--- config.mk ---
export PLATFORM = sky130hd
export DESIGN_NAME = irq_ctrl_n
export DESIGN_NICKNAME = d
export VERILOG_FILES = /design/src/rtl/irq_ctrl_n.sv
export SDC_FILE = /design/constraint.sdc
export NUM_CORES = 1
export LEC_CHECK = 0
export ABC_AREA = 1
export CAP_MARGIN = 10
export CORE_UTILIZATION = 25
export CTS_BUF_LIST = sky130_fd_sc_hd__clkbuf_8
export CTS_CLUSTER_DIAMETER = 150
export DETAILED_ROUTE_END_ITERATION = 12
export GPL_ROUTABILITY_DRIVEN = 1
export GPL_TIMING_DRIVEN = 0
export RECOVER_POWER = 50
export SLEW_MARGIN = 10
export SYNTH_ARGS = -nofsm -noshare
export SYNTH_HDL_FRONTEND = slang
export SYNTH_SLANG_ARGS = --single-unit
--- constraint.sdc ---
create_clock -name CLK -period 1.7 [get_ports CLK]
set_input_delay 0.34 -clock CLK [delete_from_list [all_inputs] [get_ports CLK]]
set_output_delay 0.34 -clock CLK [all_outputs]
set_load 0.02 [all_outputs]
--- src/rtl/irq_ctrl_n.sv ---
// Clocked IE/IF interrupt controller: per-source edge capture, fixed-priority select,
// IDLE/LATCH/VECTOR acknowledge handshake. Optional level-mode sources: IRQ_CTRL_LEVEL_MODE_EN.
module irq_ctrl_n #(
  parameter int          NUM_IRQ   = 8,
  parameter logic [15:0] IE_ADDR   = 16'hFFFF,
  parameter logic [15:0] IF_ADDR   = 16'hFF0F,
  parameter logic [7:0]  VEC_BASE  = 8'h40,
  parameter int          VEC_SHIFT = 3
`ifdef IRQ_CTRL_LEVEL_MODE_EN
  , parameter logic [15:0] MODE_ADDR = 16'hFF0E
`endif
) (
  input  logic               CLK,
  input  logic               nRESET,
  input  logic [15:0]        A,
  input  logic [7:0]         DL_in,
  output logic [7:0]         DL_out,
  input  logic               RD,
  input  logic               WR,
  input  logic [NUM_IRQ-1:0] IRQ_TRIG,
  input  logic               IME,
  input  logic               ACK_REQ,
  output logic               ACK_VALID,
  output logic [7:0]         VEC,
  output logic [NUM_IRQ-1:0] ACK_ONEHOT,
  output logic               IRQ_PENDING,
  output logic               WAKE
);

  typedef enum logic [1:0] {IDLE, LATCH, VECTOR} state_t;

  state_t             state_reg, state_next;
  logic [NUM_IRQ-1:0] trig_q_reg;
  logic [NUM_IRQ-1:0] ie_reg, ie_next;
  logic [NUM_IRQ-1:0] if_reg, if_next;
  logic [NUM_IRQ-1:0] onehot_reg;
  logic [7:0]         vec_reg;

  logic [NUM_IRQ-1:0] rise, set_mask, clr_mask, pend;
  logic               wr_ie, wr_if;
  logic               sel_found;
  logic [2:0]         sel_idx;
  logic [NUM_IRQ-1:0] sel_onehot;
  logic [7:0]         vec_calc;

  assign rise  = IRQ_TRIG & ~trig_q_reg;
  assign wr_ie = WR && (A == IE_ADDR);
  assign wr_if = WR && (A == IF_ADDR);

`ifdef IRQ_CTRL_LEVEL_MODE_EN
  logic [NUM_IRQ-1:0] mode_reg;
  logic               wr_mode;
  assign wr_mode  = WR && (A == MODE_ADDR);
  // Level sources re-assert every cycle the line is high, which also defeats the dispatch clear.
  assign set_mask = (mode_reg & IRQ_TRIG) | (~mode_reg & rise);

  always_ff @(posedge CLK or negedge nRESET) begin
    if (!nRESET) mode_reg <= '0;
    else if (wr_mode) mode_reg <= DL_in[NUM_IRQ-1:0];
  end
`else
  assign set_mask = rise;
`endif

  assign clr_mask = (state_reg == VECTOR) ? onehot_reg : '0;
  assign ie_next  = wr_ie ? DL_in[NUM_IRQ-1:0] : ie_reg;

  // Per bit: a captured edge beats the dispatch clear, which beats a bus write.
  for (genvar gi = 0; gi < NUM_IRQ; gi++) begin : g_if
    assign if_next[gi] = set_mask[gi] | (~clr_mask[gi] & (wr_if ? DL_in[gi] : if_reg[gi]));
  end

  // Selection uses the post-edge IE/IF so a bus write made during LATCH still counts.
  assign pend = ie_next & if_next;

  always_comb begin
    sel_found  = 1'b0;
    sel_idx    = 3'd0;
    sel_onehot = '0;
    for (int i = 0; i < NUM_IRQ; i++) begin
      if (pend[i] && !sel_found) begin
        sel_found     = 1'b1;
        sel_idx       = 3'(i);
        sel_onehot[i] = 1'b1;
      end
    end
  end

  assign vec_calc = VEC_BASE + ({5'b0, sel_idx} << VEC_SHIFT);

  always_comb begin
    state_next = state_reg;
    case (state_reg)
      IDLE:    if (ACK_REQ) state_next = LATCH;
      LATCH:   state_next = VECTOR;
      VECTOR:  state_next = IDLE;
      default: state_next = IDLE;
    endcase
  end

  always_ff @(posedge CLK or negedge nRESET) begin
    if (!nRESET) begin
      state_reg  <= IDLE;
      trig_q_reg <= '0;
      ie_reg     <= '0;
      if_reg     <= '0;
      onehot_reg <= '0;
      vec_reg    <= 8'h00;
    end else begin
      state_reg  <= state_next;
      trig_q_reg <= IRQ_TRIG;
      ie_reg     <= ie_next;
      if_reg     <= if_next;
      if (state_reg == LATCH) begin
        onehot_reg <= sel_onehot;
        vec_reg    <= sel_found ? vec_calc : 8'h00;
      end
    end
  end

  assign ACK_VALID   = (state_reg == VECTOR);
  assign ACK_ONEHOT  = (state_reg == VECTOR) ? onehot_reg : '0;
  assign VEC         = vec_reg;
  assign WAKE        = |(ie_reg & if_reg);
  assign IRQ_PENDING = WAKE && IME && (state_reg == IDLE);

  always_comb begin
    DL_out = 8'hFF;
    if (RD) begin
      if (A == IE_ADDR)      DL_out[NUM_IRQ-1:0] = ie_reg;
      else if (A == IF_ADDR) DL_out[NUM_IRQ-1:0] = if_reg;
`ifdef IRQ_CTRL_LEVEL_MODE_EN
      else if (A == MODE_ADDR) DL_out[NUM_IRQ-1:0] = mode_reg;
`endif
    end
  end

endmodule

== Word-level counts from Yosys, hierarchy flattened ==
Index checks and enable logic that the tools add are counted.
Widths: inputs -> output; s select.
Word-level totals
  input port bits: 38
  output and inout bits: 27
  bits in registers: 42
  word-level logic and storage cells: 98
Operators by class
  bitwise logic cells: 28
  muxes and demuxes: 38
  reduce and logical (&&, ||, !) cells: 20
  eq/ne operators: 5
  $add $sub $neg: 1
Operators with widths (number)
  $mux 8: 6
  $eq 16x16->1 const B: 2
  $and 8x8->8: 3
  $mux 1: 24
  $mux 3: 6
  $logic_and 1x1->1: 11
  $add 7x6->8 const A: 1
  $and 1x1->1: 8
  $not 1->1: 8
  $not 8->8: 1
  $or 1x1->1: 8
  $reduce_or 8->1: 1
  $logic_not 1->1: 7
  $pmux 2 s2: 1
  $eq 2x1->1 const B: 1
  $eq 2x2->1 const B: 1
  $logic_not 2->1: 1
  $mux 2: 1
  $ne 2x2->1 const B: 1

== Longest topological paths before layout ==
Gate-level depths: netlist of the first run.
  depth in word-level cells: 30
  depth in mapped cells: 16
  depth with buffers taken out: 16

== Worst setup path before layout of the first run ==
Ideal clock, no wire load.
  path type: flip-flop to flip-flop
  from: register state_reg[0]
  to: register onehot_reg[6]
  library setup time: 0.095 ns
  slack: -0.347 ns
  arrival time: 1.952 ns
  path buffers: 0
  required time: 1.605 ns
  stages on the path, launching flop included: 12
  clock period less this slack: 2.047 ns
  cells stage by stage: dfrtp_1 > nor2_2 > inv_1 > nor2_1 > inv_1 > nand3_1 > nand2_2 > nand2_4 > nand3_4 > nor2_8 > nand3_1 > o31ai_1
Between the ends
  elaborated cells on any way between the ends: 44
  those cells by class: 2 x eq/ne; 8 x mux; 22 x bitwise; 12 x reduce/logical
RTL lines
  start, declared: line 32  | state_t state_reg, state_next;
  start signal, assigned: line 110  | state_reg <= state_next;
  $eq 2x2->1 *
  net ACK_VALID: line 23  | output logic ACK_VALID,
  $mux 8 *: line 65  | assign clr_mask = (state_reg == VECTOR) ? onehot_reg : '0;
  net ACK_ONEHOT[1]: line 25  | output logic [NUM_IRQ-1:0] ACK_ONEHOT,
  $not 1->1 *: line 70  | assign if_next[gi] = set_mask[gi] | (~clr_mask[gi] & (wr_if ? DL_in[gi] : if_reg[gi]));
  $and 1x1->1 *: line 70
  $or 1x1->1 *: line 70
  net if_next[1]: line 35  | logic [NUM_IRQ-1:0] if_reg, if_next;
  [10 not listed]
  $logic_and 1x1->1: line 81  | if (pend[i] && !sel_found) begin
  $mux 1 *: line 81
  $logic_not 1->1: line 81
  $logic_and 1x1->1: line 81
  $mux 1 *: line 81
  $logic_not 1->1 *: line 81
  $logic_and 1x1->1 *: line 81
  $mux 1 *: line 81
  end signal, assigned: line 115  | onehot_reg <= sel_onehot;
  end, declared: line 36  | logic [NUM_IRQ-1:0] onehot_reg;
Mark *: on every way through the listed nets, which the timed path passes. The rest lies on a longest branch.
A chain may end at the register's enable or synchronous reset.

== Worst setup path in the final report of the first run ==
  from: input port A[0]
  to: output port DL_out[1]
Between the ends
  word-level cells in the longest chain between the ends: 4
  elaborated cells on any way between the ends: 5
  those cells by class: 2 x eq/ne; 3 x mux
Ends and longest elaborated chain
  start, declared: line 15  | input logic [15:0] A,
  $eq 16x16->1: line 131  | else if (A == IF_ADDR) DL_out[NUM_IRQ-1:0] = if_reg;
  $mux 8: line 131
  $mux 8 *: line 130  | if (A == IE_ADDR) DL_out[NUM_IRQ-1:0] = ie_reg;
  $mux 8 *: line 129  | if (RD) begin
  end, declared: line 17  | output logic [7:0] DL_out,
Mark *: on every way between the ends. The rest lies on a longest branch, timed or not.

==> results of run 1 <==
-- kinds of logic after synthesis --
logic type	Yosys count	share of synthesized area
AND/OR/NAND/NOR	128	0.3123
buffers and inverters	57	0.1277
AO/OA/AOI/OAI	40	0.1131
flip-flops	38	0.4452
other	1	0.001756
-- final timing paths --
check	to
max	DL_out[1]
min	trig_q_reg[4]
max reg2reg	onehot_reg[6]
min reg2reg	if_reg[4]
max in group asynchronous	trig_q_reg[2]
min in group CLK	if_reg[4]
-- cells in the mapped netlist, types with 3 or more instances --
cell / instances
a21oi_1: 5
buf_4: 4
dfrtp_1: 38
inv_1: 41
inv_2: 5
nand2_1: 60
nand2_2: 5
nand2_4: 8
nand3_1: 15
nand4_1: 6
nor2_1: 24
nor2_2: 3
o211ai_1: 6
o21ai_0: 16
o21ai_1: 4
o21ai_2: 3
-- through the flow --
step | power [mW] | cell area (sq um)
6_report | 2.195 | 3293
2_1_floorplan | 1.291 | 2185
3_5_place_dp | 1.538 | 2919
3_3_place_gp | 1.529 | 2897
4_1_cts | 2.182 | 3154
5_1_grt | 2.327 | 3293
-- final cells by class --
class | instances | share of cell area
inverter | 47 | 0.05433
buffer | 10 | 0.03381
multi-input combinational | 172 | 0.3408
sequential | 38 | 0.2888
timing repair buffer | 80 | 0.2173
tap | 105 | 0.03989
clock buffer | 6 | 0.02508
-- power groups by stage --
stage | clock [mW] | sequential [mW] | combinational (mW)
2_1_floorplan | 0 | 1.07 | 0.223
5_1_grt | 0.667 | 1.04 | 0.619
4_1_cts | 0.628 | 1.03 | 0.529
3_5_place_dp | 0 | 1.04 | 0.497
6_report | 0.609 | 1.03 | 0.558
3_3_place_gp | 0 | 1.04 | 0.489
-- what timing repair did --
action,in CTS,in global routing
hold buffers,0,0
setup buffers,12,7
setup endpoints to repair,42,24
cloned,2,0
pin swaps,22,22
resized for setup,188,38
-- routing by layer --
layer / vias up / GRT usage / share of wire / wire, um
met2: 40 / 0.2434 / 0.52 / 2984
li1: 1009 / - / - / -
met3: 8 / 0.02657 / 0.049 / 285
met5: - / 0 / 0 / 0
met1: 909 / 0.1639 / 0.42 / 2416
met4: 0 / 0.05000 / 0.013 / 72
==> impl_results.md, run 1 <==
* Power Dens Cells at 666.7 nW/um^2
* Share of layout cells above drive strength 1 at 0.4136
* Site Rows at 33
* Synth unique cells at 30
* Antenna diodes at 0
* Post-DRT Antenna Nets at 0
* Final period util at 1.091
* Hold WC Path Type: in2async
* Clock Latency Late Sink at 0.29 ns
* Relative max-transition margin at 0.2964
* Largest area contributor in the netlist: dfrtp_1
* Buffers added on ports at 58
* Cell count of the worst reg-to-reg path at 11
* Final setup margin at -0.1555 ns
* CP dominant cell by count: nand2_1
* Critical path data arrival time at 1.52 ns
* Fin cells at 458
* Leakage at 1.680 nW
* Post-synth EDFFs at 0
* Register area share after synthesis at 0.4452
* Fill cells at 837
* Max-slew violations at 0
* Status: finished, violations left
* Fin crit period at 1.855 ns
* Post-Syn Area at 2136 sq um
* Die Area at 8917 sq um
* CTS buffer count at 5
* Die width at 94.43 um
* Clk sink count at 38
* All-Layer GR Usage at 0.1374
* DR iter-0 viols at 66
* Crit path max-delay cell type: o21ai_0
* Synth area leaders: dfrtp_1 45%, nand2_1 11%, inv_1 7.2%
* 1st-pass router iterations at 4
* GPL Wtd Cong at 0.7692
* Reg power frac at 0.468
* Setup-failing EPs final at 17
* Max Cap Viol at 0
* Dpl cells at 431
* Most frequent cells in the layout: 48 x nand2_1, 38 x dfrtp_1, 30 x inv_1
* Dpl ws at -1.286 ns
* Most common cell after layout, fill and taps aside: nand2_1
* CP bufs+invs at 3
* Yosys warns at 0
* CP Data Required Time at 1.36 ns
* Psw at 0.6470 mW
* FF+latch count, synth at 38
* Worst r2r src: state_reg[0]
* Via count at 1966
* Max frequency at 538.9 MHz
* Core outline area at 8258 sq um
* Worst slew pin tran at 1.055 ns
* WL final at 5.759 mm
* Internal power at 1.548 mW
* Critical path capture point type: output pin
* Clk slew on worst S/H paths at 0.07 ns
* Sw Ratio at 0.2947
* CP startpoint: A[0]
* First-pass GRT wire length at 9.349 mm
* Register-to-register setup slack at -0.15 ns
* Synth Flop Type: dfrtp_1
* Area Growth Syn to Fin at 54.19%
* Clock power share at 0.278
* Vias in the first global route at 2017
* Mapped Cells at 264
* Crit path max fanout at 8
* Post-route DRC at 0
* RSZ-0062 raised after global routing: true
* Grt total ovfl at 0
* TritonCTS clock tree: yes
* Multi-input gate area at 1122 sq um
* Setup Total Neg Slack at -1.493 ns
* Worst supply voltage drop on vdd at 0.0003604 V
* Antenna violations before repair at 0
* Syn avg cell area at 8.090 sq um
* Initial Utilization at 0.2586
* Pin count of the biggest net entering global routing at 21
* Post-synth top area share at 0.4452
* Register area at 950.9 sq um
* Crit start category: input pin
* CP peak stage delay at 0.24 ns
* Clock tree root buffer cell: clkbuf_8
* H-tree depth at 2
* Final #Nets at 392
* Asr flop ratio synth at 1.000
* Critical path class: in2out
* CP Cell Sequence: buf_2 > nand2_1 > inv_2 > nand2_1 > nor2_4 > nand2_2 > o21ai_0 > o211ai_1 > buf_4
* Comb power frac at 0.254
* Clock Path Buffers at 2
* Top-Level Pins at 65
* Failing checks: setup timing
* Vias/cell at 4.293
* Setup Skew at 0.006377 ns
* Min Hold Slack at 0.2126 ns
* Hold Violations, Final at 0
* CP Depth at 9
* Routed len/inst at 12.57 um
* Final core utilization at 0.3988
* Delay-heaviest family, CP: simple AND/OR/NAND/NOR gates
* Die Height at 94.43 um
* HPWL Detailed at 4.288 mm
Note: power is estimated with default switching activity, not from simulation.
==> run 2, diff against run 1 <==
- CORE_MARGIN: not set -> 2
- CTS_CLUSTER_DIAMETER: 150 -> 80
==> run 2 against run 1 <==
  * The flow still finishes with violations (setup timing)
  * Count of clock-buffer cells in the layout stayed put
  * Setup slack lost 0.084 ns
  * Fmax decreased by 4.3%
  * Die area grew 4.3%
  * Clock power grew 7.1%
  * Via count up 4.9%
==> impl_results.md, run 2 (same netlist as run 1, synthesis figures left out) <==
* HPWL Detailed at 4.422 mm
* Worst supply voltage drop on vdd at 0.0002857 V
* Fin crit period at 1.940 ns
* Post-route DRC at 0
* Critical path capture point type: flip-flop
* Relative max-transition margin at 0.4344
* Antenna diodes at 0
* Leakage at 1.682 nW
* Core outline area at 8258 sq um
* CP bufs+invs at 3
* Clock Path Buffers at 2
* Most common cell after layout, fill and taps aside: nand2_1
* Via count at 2062
* CP Data Required Time at 1.88 ns
* Failing checks: setup timing
* Top-Level Pins at 65
* CP peak stage delay at 0.27 ns
* Die Area at 9299 sq um
* Max-slew violations at 0
* All-Layer GR Usage at 0.1348
* Routed len/inst at 13.25 um
* Worst slew pin tran at 0.8483 ns
* Clock Latency Late Sink at 0.29 ns
* Max Cap Viol at 0
* TritonCTS clock tree: yes
* Max frequency at 515.6 MHz
* Status: finished, violations left
* Hold WC Path Type: reg2reg
* RSZ-0062 raised after global routing: true
* Critical path class: in2reg
* Crit path max-delay cell type: o31ai_1
* H-tree depth at 2
* Setup Total Neg Slack at -2.515 ns
* Grt total ovfl at 0
* Initial Utilization at 0.2586
* 1st-pass router iterations at 4
* Share of layout cells above drive strength 1 at 0.4389
* First-pass GRT wire length at 9.611 mm
* Antenna violations before repair at 0
* Crit start category: input pin
* CTS buffer count at 5
* Die width at 96.43 um
* Power Dens Cells at 671.6 nW/um^2
* Vias in the first global route at 2069
* Pin count of the biggest net entering global routing at 26
* CP dominant cell by count: nand2_4
* Site Rows at 33
* GPL Wtd Cong at 0.7644
* Hold Violations, Final at 0
* Die Height at 96.43 um
* Vias/cell at 4.434
* Final setup margin at -0.2395 ns
* Area Growth Syn to Fin at 58.99%
* CP Cell Sequence: buf_8 > nand2_4 > nor2_4 > nand3_2 > nor3_4 > buf_6 > nand2_8 > buf_12 > nand2_4 > nand2_4 > nand2_4 > nand3_4 > nor2_8 > nand3_2 > o31ai_1
* DR iter-0 viols at 130
* Final #Nets at 397
* Post-DRT Antenna Nets at 0
* WL final at 6.160 mm
* Min Hold Slack at 0.4535 ns
* Final period util at 1.141
* Delay-heaviest family, CP: simple AND/OR/NAND/NOR gates
* Clock tree root buffer cell: clkbuf_8
* Critical path data arrival time at 2.12 ns
* Crit path max fanout at 5
* Clk sink count at 38
* Setup-failing EPs final at 19
* Most frequent cells in the layout: 51 x nand2_1, 38 x dfrtp_1, 32 x buf_4
* Buffers added on ports at 58
* Setup Skew at 0.008154 ns
* Clk slew on worst S/H paths at 0.08 ns
[run 2: final timing paths]
| path | start | end | slack [ns] | depth (start not counted) |
|---|---|---|---|---|
| max | A[6] | onehot_reg[6] | -0.24 | 15 |
| min | trig_q_reg[5] | if_reg[5] | 0.45 | 1 |
| max reg2reg | state_reg[0] | onehot_reg[6] | -0.20 | 11 |
| min reg2reg | trig_q_reg[5] | if_reg[5] | 0.45 | 1 |
| max in group asynchronous | nRESET | onehot_reg[3] | 0.42 | 3 |
| min in group asynchronous | nRESET | VEC[4] | 0.66 | 2 |
[run 2: area by class of cell]
class                           instances  area, sq um
Fill cell                             843         4862
Multi-Input combinational cell        172         1150
Sequential cell                        38        950.9
Timing Repair Buffer                   85        770.7
Inverter                               47        181.4
Tap cell                              105        131.4
Buffer                                 10        116.4
Clock buffer                            6        82.58
Clock inverter                          2        12.51
[run 2: layer usage]
| layer | GRT usage | vias to the layer above | routed length [um] |
|---|---|---|---|
| li1 | - | 1019 | - |
| met1 | 0.1621 | 990 | 2494 |
| met2 | 0.2361 | 43 | 3292 |
| met3 | 0.03413 | 10 | 270 |
| met4 | 0.04225 | 0 | 103 |
| met5 | 0 | - | 0 |
[run 2: what timing repair did]
item	CTS	global route
buffers inserted	6	16
cloned	1	2
gates resized for setup	176	55
hold buffers	1	0
setup endpoints to repair	42	27
pin swaps	24	32
hold endpoints to repair	13	0
[run 2: through the flow]
step	power (mW)	area [sq um]	util	instances	setup WS, ns
after floorplan	1.291	2185	-	267	-0.1546
after global placement	1.531	2897	0.3508	430	-1.301
after detailed placement	1.539	2912	0.3526	431	-1.319
after CTS	2.211	3064	0.3711	447	-0.1382
after global routing	2.416	3396	0.4112	465	-0.3294
final	2.281	3396	0.4112	465	-0.2395
[run 2: power by group]
group	internal (mW)	switching (mW)	total (mW)	leakage, nW
clock network	0.326	0.326	0.652	0.0472
registers	0.981	0.0469	1.03	0.439
logic	0.271	0.330	0.601	1.20
total	1.58	0.703	2.28	1.68
==> run 3, diff against run 2 <==
- CAP_MARGIN: 10 -> 20
- clock period: 1.7 -> 2 ns (I/O delays scaled with it)
==> run 3 against run 2 <==
  * Flip-flop and latch count unchanged
  * Highest routed layer unchanged
  * Count of clock-buffer cells in the layout shrank 1
  * Die area unchanged
  * Global-route usage fell by 0.84 points
  * Critical path type is now in2out
  * Non-clock buffer count is 5 lower
  * Combinational power decreased by 28%
  * The run now ends clean
  * Clock skew is 0.0016 ns lower
==> impl_results.md, run 3 (same netlist as run 1, synthesis figures left out) <==
* Status: finished clean
* HPWL Detailed at 4.298 mm
* Area Growth Syn to Fin at 53.49%
* Pin count of the biggest net entering global routing at 25
* Hold WC Path Type: in2async
* CP Data Required Time at 1.60 ns
* Delay-heaviest family, CP: buffers and inverters
* Worst slew pin tran at 0.8346 ns
* Crit path max fanout at 5
* CP Cell Sequence: buf_8 > nand2_4 > nor2_4 > nand3_2 > nor3_4 > inv_2 > buf_8 > o211ai_1 > buf_4
* Grt total ovfl at 0
* Final setup margin at 0.03676 ns
* Share of layout cells above drive strength 1 at 0.3690
* Worst flop-to-flop path endpoint: VEC[5]
* Post-DRT Antenna Nets at 0
* Clock Latency Late Sink at 0.29 ns
* Critical path capture point type: output pin
* WL final at 5.626 mm
* Total power at 1.936 mW
* Final core utilization at 0.3970
* Register-to-register setup slack at 0.15 ns
* Multi-input gate area at 1090 sq um
* Via count at 1940
* Routed len/inst at 12.23 um
* Core outline area at 8258 sq um
* Final period util at 0.9816
* Max frequency at 509.4 MHz
* All-Layer GR Usage at 0.1264
* CTS buffer count at 5
* Dpl cells at 431
* Leakage at 1.684 nW
* Worst r2r src: state_reg[0]
* Final #Nets at 392
* Worst supply voltage drop on vdd at 0.0003012 V
* Fin cells at 460
* Post-route DRC at 0
* Clock Path Buffers at 2
* Fin crit period at 1.963 ns
* Clk sink count at 38
* Setup Skew at 0.006555 ns
* Most common cell after layout, fill and taps aside: nand2_1
* Hold Violations, Final at 0
* Antenna diodes at 0
* Crit start category: input pin
* Max-slew violations at 0
* Buffers added on ports at 58
* GPL Wtd Cong at 0.7794
* Top-Level Pins at 65
* Min Hold Slack at 0.1803 ns
* Clk slew on worst S/H paths at 0.07 ns
* Die Area at 9299 sq um
* CP dominant cell by count: buf_8
* 1st-pass router iterations at 4
* Die width at 96.43 um
* RSZ-0062 raised after global routing: true
* Hold buffer count at CTS at 0
* Critical path data arrival time at 1.56 ns
* Fill cells at 854
* Most frequent cells in the layout: 53 x nand2_1, 38 x dfrtp_1, 32 x inv_1
* Clock tree root buffer cell: clkbuf_8
* Antenna violations before repair at 0
* Initial Utilization at 0.2586
* Site Rows at 33
* Vias in the first global route at 1878
* H-tree depth at 2
* DR iter-0 viols at 70
* Power Dens Cells at 590.5 nW/um^2
* Max Cap Viol at 0
* Cell count of the worst reg-to-reg path at 11
* Critical path class: in2out
* Setup-failing EPs final at 0
* CP bufs+invs at 4
* Register area at 950.9 sq um
* First-pass GRT wire length at 8.838 mm
* Dpl ws at -1.168 ns
* CP peak stage delay at 0.25 ns
* TritonCTS clock tree: yes
* Vias/cell at 4.217
* Relative max-transition margin at 0.4436
* Crit path max-delay cell type: nor3_4
* Die Height at 96.43 um
==> run 3: layout make-up <==
type	instances	share of cell area
plain buffers	10	0.03397
clock buffers	5	0.02099
clock inverters	3	0.01145
inverters	47	0.05382
multi-input cells	172	0.3324
flip-flops and latches	38	0.2901
well taps	105	0.04008
repair buffers	80	0.2172
==> run 3: power breakdown <==
part           total, mW  switching [mW]  internal, mW
Combinational      0.432           0.237         0.195
Sequential         0.874          0.0407         0.834
Clock              0.629           0.266         0.363
Total               1.94           0.544          1.39
==> run 3: metrics by stage <==
step	cell area, sq um	TNS, ns
6_report	3278	0
2_1_floorplan	2152	0
5_1_grt	3278	-0.6330
3_5_place_dp	2879	-15.48
4_1_cts	3000	-0.04984
3_3_place_gp	2864	-30.16
==> run 3: metal layers <==
layer	GRT usage	vias to the layer above	part of all wire
li1	-	1007	-
met1	0.1529	888	0.43
met2	0.2182	41	0.50
met3	0.03336	4	0.062
met4	0.04225	0	0.0098
met5	0	-	0
==> run 3: what timing repair did <==
item / 4_1_cts / 5_1_grt
setup buffers: 3 / 17
pin swaps: 14 / 32
gates resized for setup: 110 / 69
setup endpoints to repair: 29 / 20
gates cloned: 1 / 0
==> run 3: worst register-to-register path, delay by kind of cell (launching register included) <==
kind                   cells  cell delay [ns]
DFF                        1             0.42
and+or+nand+nor           10             1.20
buffers and inverters      1             0.14
==> run 3: worst max path at each step <==
stage	cells after the start	startpoint	slack [ns]	end
finish	9	A[6]	0.04	DL_out[1]
global route	16	A[6]	-0.08	VEC[4]
floorplan	12	state_reg[0]	0.004	VEC[3]
global placement	9	A[6]	-1.17	DL_out[1]
CTS	9	A[5]	-0.04	DL_out[1]
detailed placement	9	A[6]	-1.17	DL_out[1]
